--- src/rtl/cic_pkg.sv ---
// Shared definitions for the CIC conversion sequencer.
// DATA_W is shared with the upstream 2nd-order CIC decimator.
// Contents: the sequencer state enum, DATA_W, and default reset-hold and timeout lengths.
package cic_pkg;

  localparam int unsigned DATA_W          = 19;
  localparam int unsigned RST_CYC_DEF     = 4;
  localparam int unsigned TIMEOUT_CYC_DEF = 2048;

  typedef enum logic [2:0] {
    StIdle,
    StRst,
    StWait,
    StCapture,
    StOut
  } state_e;

endpackage

--- src/rtl/cic_seq_timer.sv ---
// Loadable down-counter with a terminal-count flag.
// Ports:
//   clk_i      - clock
//   rst_i      - synchronous active-high reset (count cleared to 0)
//   load_i     - load load_val_i (has priority over counting)
//   load_val_i - value to load
//   en_i       - decrement enable; the count saturates at 0
//   tc_o       - high while the count is 0
module cic_seq_timer #(
  parameter int unsigned Width = 4
) (
  input  logic             clk_i,
  input  logic             rst_i,
  input  logic             load_i,
  input  logic [Width-1:0] load_val_i,
  input  logic             en_i,
  output logic             tc_o
);
  import cic_pkg::*;

  logic [Width-1:0] cnt_q, cnt_d;

  always_comb begin
    cnt_d = cnt_q;
    if (load_i) begin
      cnt_d = load_val_i;
    end else if (en_i && (cnt_q != '0)) begin
      cnt_d = cnt_q - Width'(1);
    end
  end

  always_ff @(posedge clk_i) begin
    if (rst_i) begin
      cnt_q <= '0;
    end else begin
      cnt_q <= cnt_d;
    end
  end

  assign tc_o = (cnt_q == '0);

endmodule

--- src/rtl/cic_conv_sequencer.sv ---
// Sequencer for repeated one-shot conversions of a CIC decimator.
// Each conversion pulses the decimator reset, waits for its done flag and then adds the result to
// an accumulator. After n_conv_in+1 conversions, the sum is offered on a valid/ready interface.
// A decimator that never finishes sets a sticky err flag and aborts the batch.
// Ports:
//   clk, rst_in            - clock, synchronous active-high reset
//   start, n_conv_in       - batch request (sampled in IDLE only), conversions minus one
//   cic_rst_out            - decimator reset (active-high)
//   cic_done_in            - decimator done flag (registered once before use)
//   cic_data_in            - decimator result, unsigned
//   acc_out, out_valid     - batch sum and its valid flag
//   out_ready              - downstream accept
//   busy, err              - not-idle flag, sticky timeout flag
module cic_conv_sequencer #(
  parameter int unsigned DATA_W      = cic_pkg::DATA_W,
  parameter int unsigned NCONV_W     = 3,
  parameter int unsigned ACC_W       = DATA_W + NCONV_W,
  parameter int unsigned RST_CYC     = cic_pkg::RST_CYC_DEF,
  parameter int unsigned TIMEOUT_CYC = cic_pkg::TIMEOUT_CYC_DEF
) (
  input  logic               clk,
  input  logic               rst_in,
  input  logic               start,
  input  logic [NCONV_W-1:0] n_conv_in,
  output logic               cic_rst_out,
  input  logic               cic_done_in,
  input  logic [DATA_W-1:0]  cic_data_in,
  output logic [ACC_W-1:0]   acc_out,
  output logic               out_valid,
  input  logic               out_ready,
  output logic               busy,
  output logic               err
);
  import cic_pkg::*;

  localparam int unsigned RstW  = (RST_CYC > 1) ? $clog2(RST_CYC) : 1;
  localparam int unsigned WaitW = (TIMEOUT_CYC > 1) ? $clog2(TIMEOUT_CYC) : 1;

  state_e               state_q, state_d;
  logic [NCONV_W-1:0]   n_lat_q, n_lat_d;
  logic [NCONV_W-1:0]   conv_cnt_q, conv_cnt_d;
  logic [ACC_W-1:0]     acc_q, acc_d;
  logic [ACC_W-1:0]     acc_out_q, acc_out_d;
  logic                 err_q, err_d;
  logic                 done_q;
  logic                 rst_tc, wait_tc;

  // Both timers reload continuously outside their own state, so each holds its full count on
  // the first cycle of that state and reaches 0 on its last cycle.
  cic_seq_timer #(
    .Width(RstW)
  ) u_rst_timer (
    .clk_i      (clk),
    .rst_i      (rst_in),
    .load_i     (state_q != StRst),
    .load_val_i (RstW'(RST_CYC - 1)),
    .en_i       (1'b1),
    .tc_o       (rst_tc)
  );

  cic_seq_timer #(
    .Width(WaitW)
  ) u_wait_timer (
    .clk_i      (clk),
    .rst_i      (rst_in),
    .load_i     (state_q != StWait),
    .load_val_i (WaitW'(TIMEOUT_CYC - 1)),
    .en_i       (1'b1),
    .tc_o       (wait_tc)
  );

  always_comb begin
    state_d    = state_q;
    n_lat_d    = n_lat_q;
    conv_cnt_d = conv_cnt_q;
    acc_d      = acc_q;
    acc_out_d  = acc_out_q;
    err_d      = err_q;
    unique case (state_q)
      StIdle: begin
        if (start) begin
          n_lat_d    = n_conv_in;
          conv_cnt_d = '0;
          acc_d      = '0;
          err_d      = 1'b0;
          state_d    = StRst;
        end
      end
      StRst: begin
        if (rst_tc) state_d = StWait;
      end
      StWait: begin
        // done takes precedence over a coincident timeout
        if (done_q) begin
          state_d = StCapture;
        end else if (wait_tc) begin
          err_d   = 1'b1;
          state_d = StIdle;
        end
      end
      StCapture: begin
        acc_d = acc_q + ACC_W'(cic_data_in);
        if (conv_cnt_q == n_lat_q) begin
          acc_out_d = acc_d;
          state_d   = StOut;
        end else begin
          conv_cnt_d = conv_cnt_q + NCONV_W'(1);
          state_d    = StRst;
        end
      end
      StOut: begin
        if (out_ready) state_d = StIdle;
      end
      default: state_d = StIdle;
    endcase
  end

  always_ff @(posedge clk) begin
    if (rst_in) begin
      state_q    <= StIdle;
      n_lat_q    <= '0;
      conv_cnt_q <= '0;
      acc_q      <= '0;
      acc_out_q  <= '0;
      err_q      <= 1'b0;
      done_q     <= 1'b0;
    end else begin
      state_q    <= state_d;
      n_lat_q    <= n_lat_d;
      conv_cnt_q <= conv_cnt_d;
      acc_q      <= acc_d;
      acc_out_q  <= acc_out_d;
      err_q      <= err_d;
      done_q     <= cic_done_in;
    end
  end

  assign cic_rst_out = (state_q == StIdle) || (state_q == StRst) || (state_q == StOut);
  assign out_valid   = (state_q == StOut);
  assign busy        = (state_q != StIdle);
  assign acc_out     = acc_out_q;
  assign err         = err_q;

endmodule

--- config.mk ---
export PLATFORM = sky130hd
export DESIGN_NAME = cic_conv_sequencer
export DESIGN_NICKNAME = d
export VERILOG_FILES = /design/src/rtl/cic_pkg.sv /design/src/rtl/cic_seq_timer.sv /design/src/rtl/cic_conv_sequencer.sv
export SDC_FILE = /design/constraint.sdc
export NUM_CORES = 1
export LEC_CHECK = 0
export BUFFER_PORTS_ARGS = -buffer_cell sky130_fd_sc_hd__buf_4
export CAP_MARGIN = 10
export CORE_MARGIN = 1.5
export CORE_UTILIZATION = 35
export CTS_CLUSTER_DIAMETER = 150
export DETAILED_ROUTE_END_ITERATION = 12
export GPL_TIMING_DRIVEN = 1
export PLACE_DENSITY = 0.5
export SLEW_MARGIN = 20
export SYNTH_ARGS = -nofsm -noshare
export SYNTH_HDL_FRONTEND = slang
export SYNTH_SLANG_ARGS = --single-unit
--- constraint.sdc ---
create_clock -name clk -period 3.6 [get_ports clk]
set_input_delay 0.72 -clock clk [delete_from_list [all_inputs] [get_ports clk]]
set_output_delay 0.72 -clock clk [all_outputs]
set_load 0.01 [all_outputs]
==> reports/qor.yml <==
drive_gt1_share_pct: 18.5
async_reset_ff_share_pct: 0
p_leak_nw: 1.99
antennaDiodeCount: 0
area_delta_synth_final_pct: 19.7
slew-limit-headroom_pct: 43.4
synth.area.top_cells: "dfxtp_1, ha_1, a21oi_1"
postCtsHoldBufs: 0
cp_cell_sequence: "buf_4 -> ha_1 -> fa_1 -> a21o_1 -> a31oi_1 -> o21ai_0 -> o2111a_1 -> or4_1 -> and3_1"
internal-power_mw: 1.27
cts_root_buffer: "clkbuf_8"
crit_buf_inv: 1
initial_core_util_pct: 35.7
drt_iter0_markers: 142
grt_usage_pct: 18.0
grt_pass1_wl_um: 16200
rsz0062_at_grt: "no"
cts_resized: 0
critical_path.slowest_cell: "fa_1"
switchingPower_mw: 0.444
fin_crit_sh_pct: 78.1
post-cts-setup-buffers: 0
cts_tree: "done"
ys_ff_latch: 68
yosys.area.top_type_share_pct: 35.3
clock_latency_ns: 0.36
synth_edf_count: 0
antenna_found_initial: 0
first_global_vias: 3257
drt_pass1_iterations: 4
instances_no_fill: 653
max-cap-violations: 0
route.vias.total: 3571
start_kind: "input pin"
syn_area_um2: 3850
final.setup.tns_ns: 0
syn_area_per_cell_um2: 8.34
ant_nets: 0
ys_types: 67
max_freq_ghz: 0.356
wl_per_cell_um: 15.4
critical_path.max_stage_delay_ns: 0.41
power_density_nw_per_um2: 371
wirelength_um: 10100
grt_remaining_overflow: 0
rows: 38
gp_congestion: 0.814
ys_warn_count: 0
io_buffers: 52
finish.instance_area_um2: 4610
via_per_inst: 5.47
cts_buffers: 9
tightestPinTransition_ns: 0.847
fin_skew_ns: 0.00999
ir_drop_uv: 146
core_um2: 10800
hold_viol_final: 0
synthMostInstantiatedCell: "dfxtp_1"
synth_top_cell_by_area: "dfxtp_1"
yosys_most_used_dff: "dfxtp_1"
grt_max_degree: 60
p_comb_share_pct: 11.6
endpoint_kind: "register"
clk_path_buf_depth: 2
setup_viol: 0
period_needed_ns: 2.81
cts.reportedPaths.clkPinSlew_ns: 0.07
syn_nets: 512
critical_path.max_fanout: 4
path_class: "in2reg"
synth_cells: 462
pwr-share-clk_pct: 42.2
die-area_um2: 11600
hold_ws_ns: 0.456
seq_area_frac_synth_pct: 35.3
p_seq_share_pct: 46.2
hp-class: "reg2reg"
arrival_ns: 3.06
cts_max_level: 3
clkSinkCount: 68
p_sw_share_pct: 26.0
dpl_cell_area_um2: 4380
cp_top_family: "compound AO/OA/AOI/OAI gates"
dpl.cell_count: 637
cp.required_ns: 3.85
hpwl_um: 7100
num_io_pins: 53
synthTopCellsByCount: "dfxtp_1, nand2_1, a21oi_1"
die_w_um: 108
slew_viol_final: 0
drcViolationCount: 0
nNetsFinal: 558
die_h_um: 108
status: "finished clean"
cell usage in the layout, fill, tap and decap left out, types with 7 or more instances in the layout:
cell type | Yosys | layout
xnor2_1 | 13 | 13
ha_1 | 22 | 22
clkbuf_8 | 0 | 10
a21oi_1 | 43 | 43
nor4_1 | 7 | 7
nand3_1 | 23 | 23
nor3_1 | 16 | 16
inv_1 | 8 | 8
o21ai_0 | 19 | 19
nor2_1 | 25 | 25
a31oi_1 | 8 | 8
or3_1 | 8 | 8
and3_1 | 12 | 12
xor2_1 | 8 | 8
buf_4 | 0 | 61
a21o_1 | 9 | 9
dfxtp_1 | 68 | 68
nand2_1 | 54 | 54
per-stage QoR:
stage                     util, %  power, mW  setup slack [ns]
after global routing         42.7       1.79             0.756
after detailed placement     40.6       1.01             0.472
final                        42.7       1.71             0.788
after global placement       40.6       1.01             0.501
after floorplan                 -      0.933             0.780
after CTS                    42.7       1.74             0.860
power groups by stage:
stage	sequential [mW]	clock [mW]	combinational (mW)
after floorplan	0.802	0	0.131
after global placement	0.808	0	0.198
after detailed placement	0.808	0	0.200
after CTS	0.791	0.747	0.201
after global routing	0.794	0.779	0.220
final	0.791	0.721	0.198
flip-flops by register name, summed over array words and instances, names as in the netlist:
signal and count:
acc_out 22, acc_q 22, conv_cnt_q 3, done_q 1
err 1, n_lat_q 3, state_q 3, u_rst_timer.cnt_q 2
u_wait_timer.cnt_q 11
per-layer routing:
metal / track usage (%) / routed length, um / up-vias
li1: - / - / 1801
met1: 25.2 / 5050 / 1680
met2: 27.7 / 4470 / 84
met3: 2.78 / 496 / 6
met4: 7.05 / 75 / 0
met5: 0 / 0 / -
worst register-to-register path, cell delays in order (launching register included):
cell	delay (ns)
dfxtp_1	0.32
ha_1	0.20
fa_1	0.41
a21o_1	0.23
a31oi_1	0.24
o21ai_0	0.23
o2111a_1	0.33
or4_1	0.39
and3_1	0.18
final timing paths:
check                 startpoint     endpoint  slack, ns  cells after the start
setup / recovery  cic_data_in[0]  acc_out[20]       0.79                      9
hold / removal        acc_out[3]   acc_out[3]       0.46                      2
setup reg to reg        acc_q[0]  acc_out[20]       0.95                      8
hold reg to reg       acc_out[3]   acc_out[3]       0.46                      2
cell families (layout without fill, tap and decap cells):
| family | Yosys count | in the layout | synth area share [%] |
|---|---|---|---|
| muxes | 7 | 7 | 1.88 |
| AOI/OAI and AO/OA | 131 | 131 | 23.4 |
| adders and majority gates | 23 | 23 | 7.67 |
| buffers and inverters | 34 | 85 | 3.41 |
| and+or+nand+nor | 178 | 178 | 23.5 |
| DFF | 68 | 68 | 35.3 |
| xor gates and xnor gates | 21 | 21 | 4.78 |
cell type report:
class | instances | area [um^2]
Fill cell | 1080 | 6180
Timing Repair Buffer | 61 | 458
Multi-Input combinational cell | 360 | 2360
Tap cell | 140 | 175
Clock buffer | 10 | 138
Inverter | 8 | 30.0
Clock inverter | 6 | 87.6
Sequential cell | 68 | 1360
Note: power is estimated with default switching activity, not from simulation.
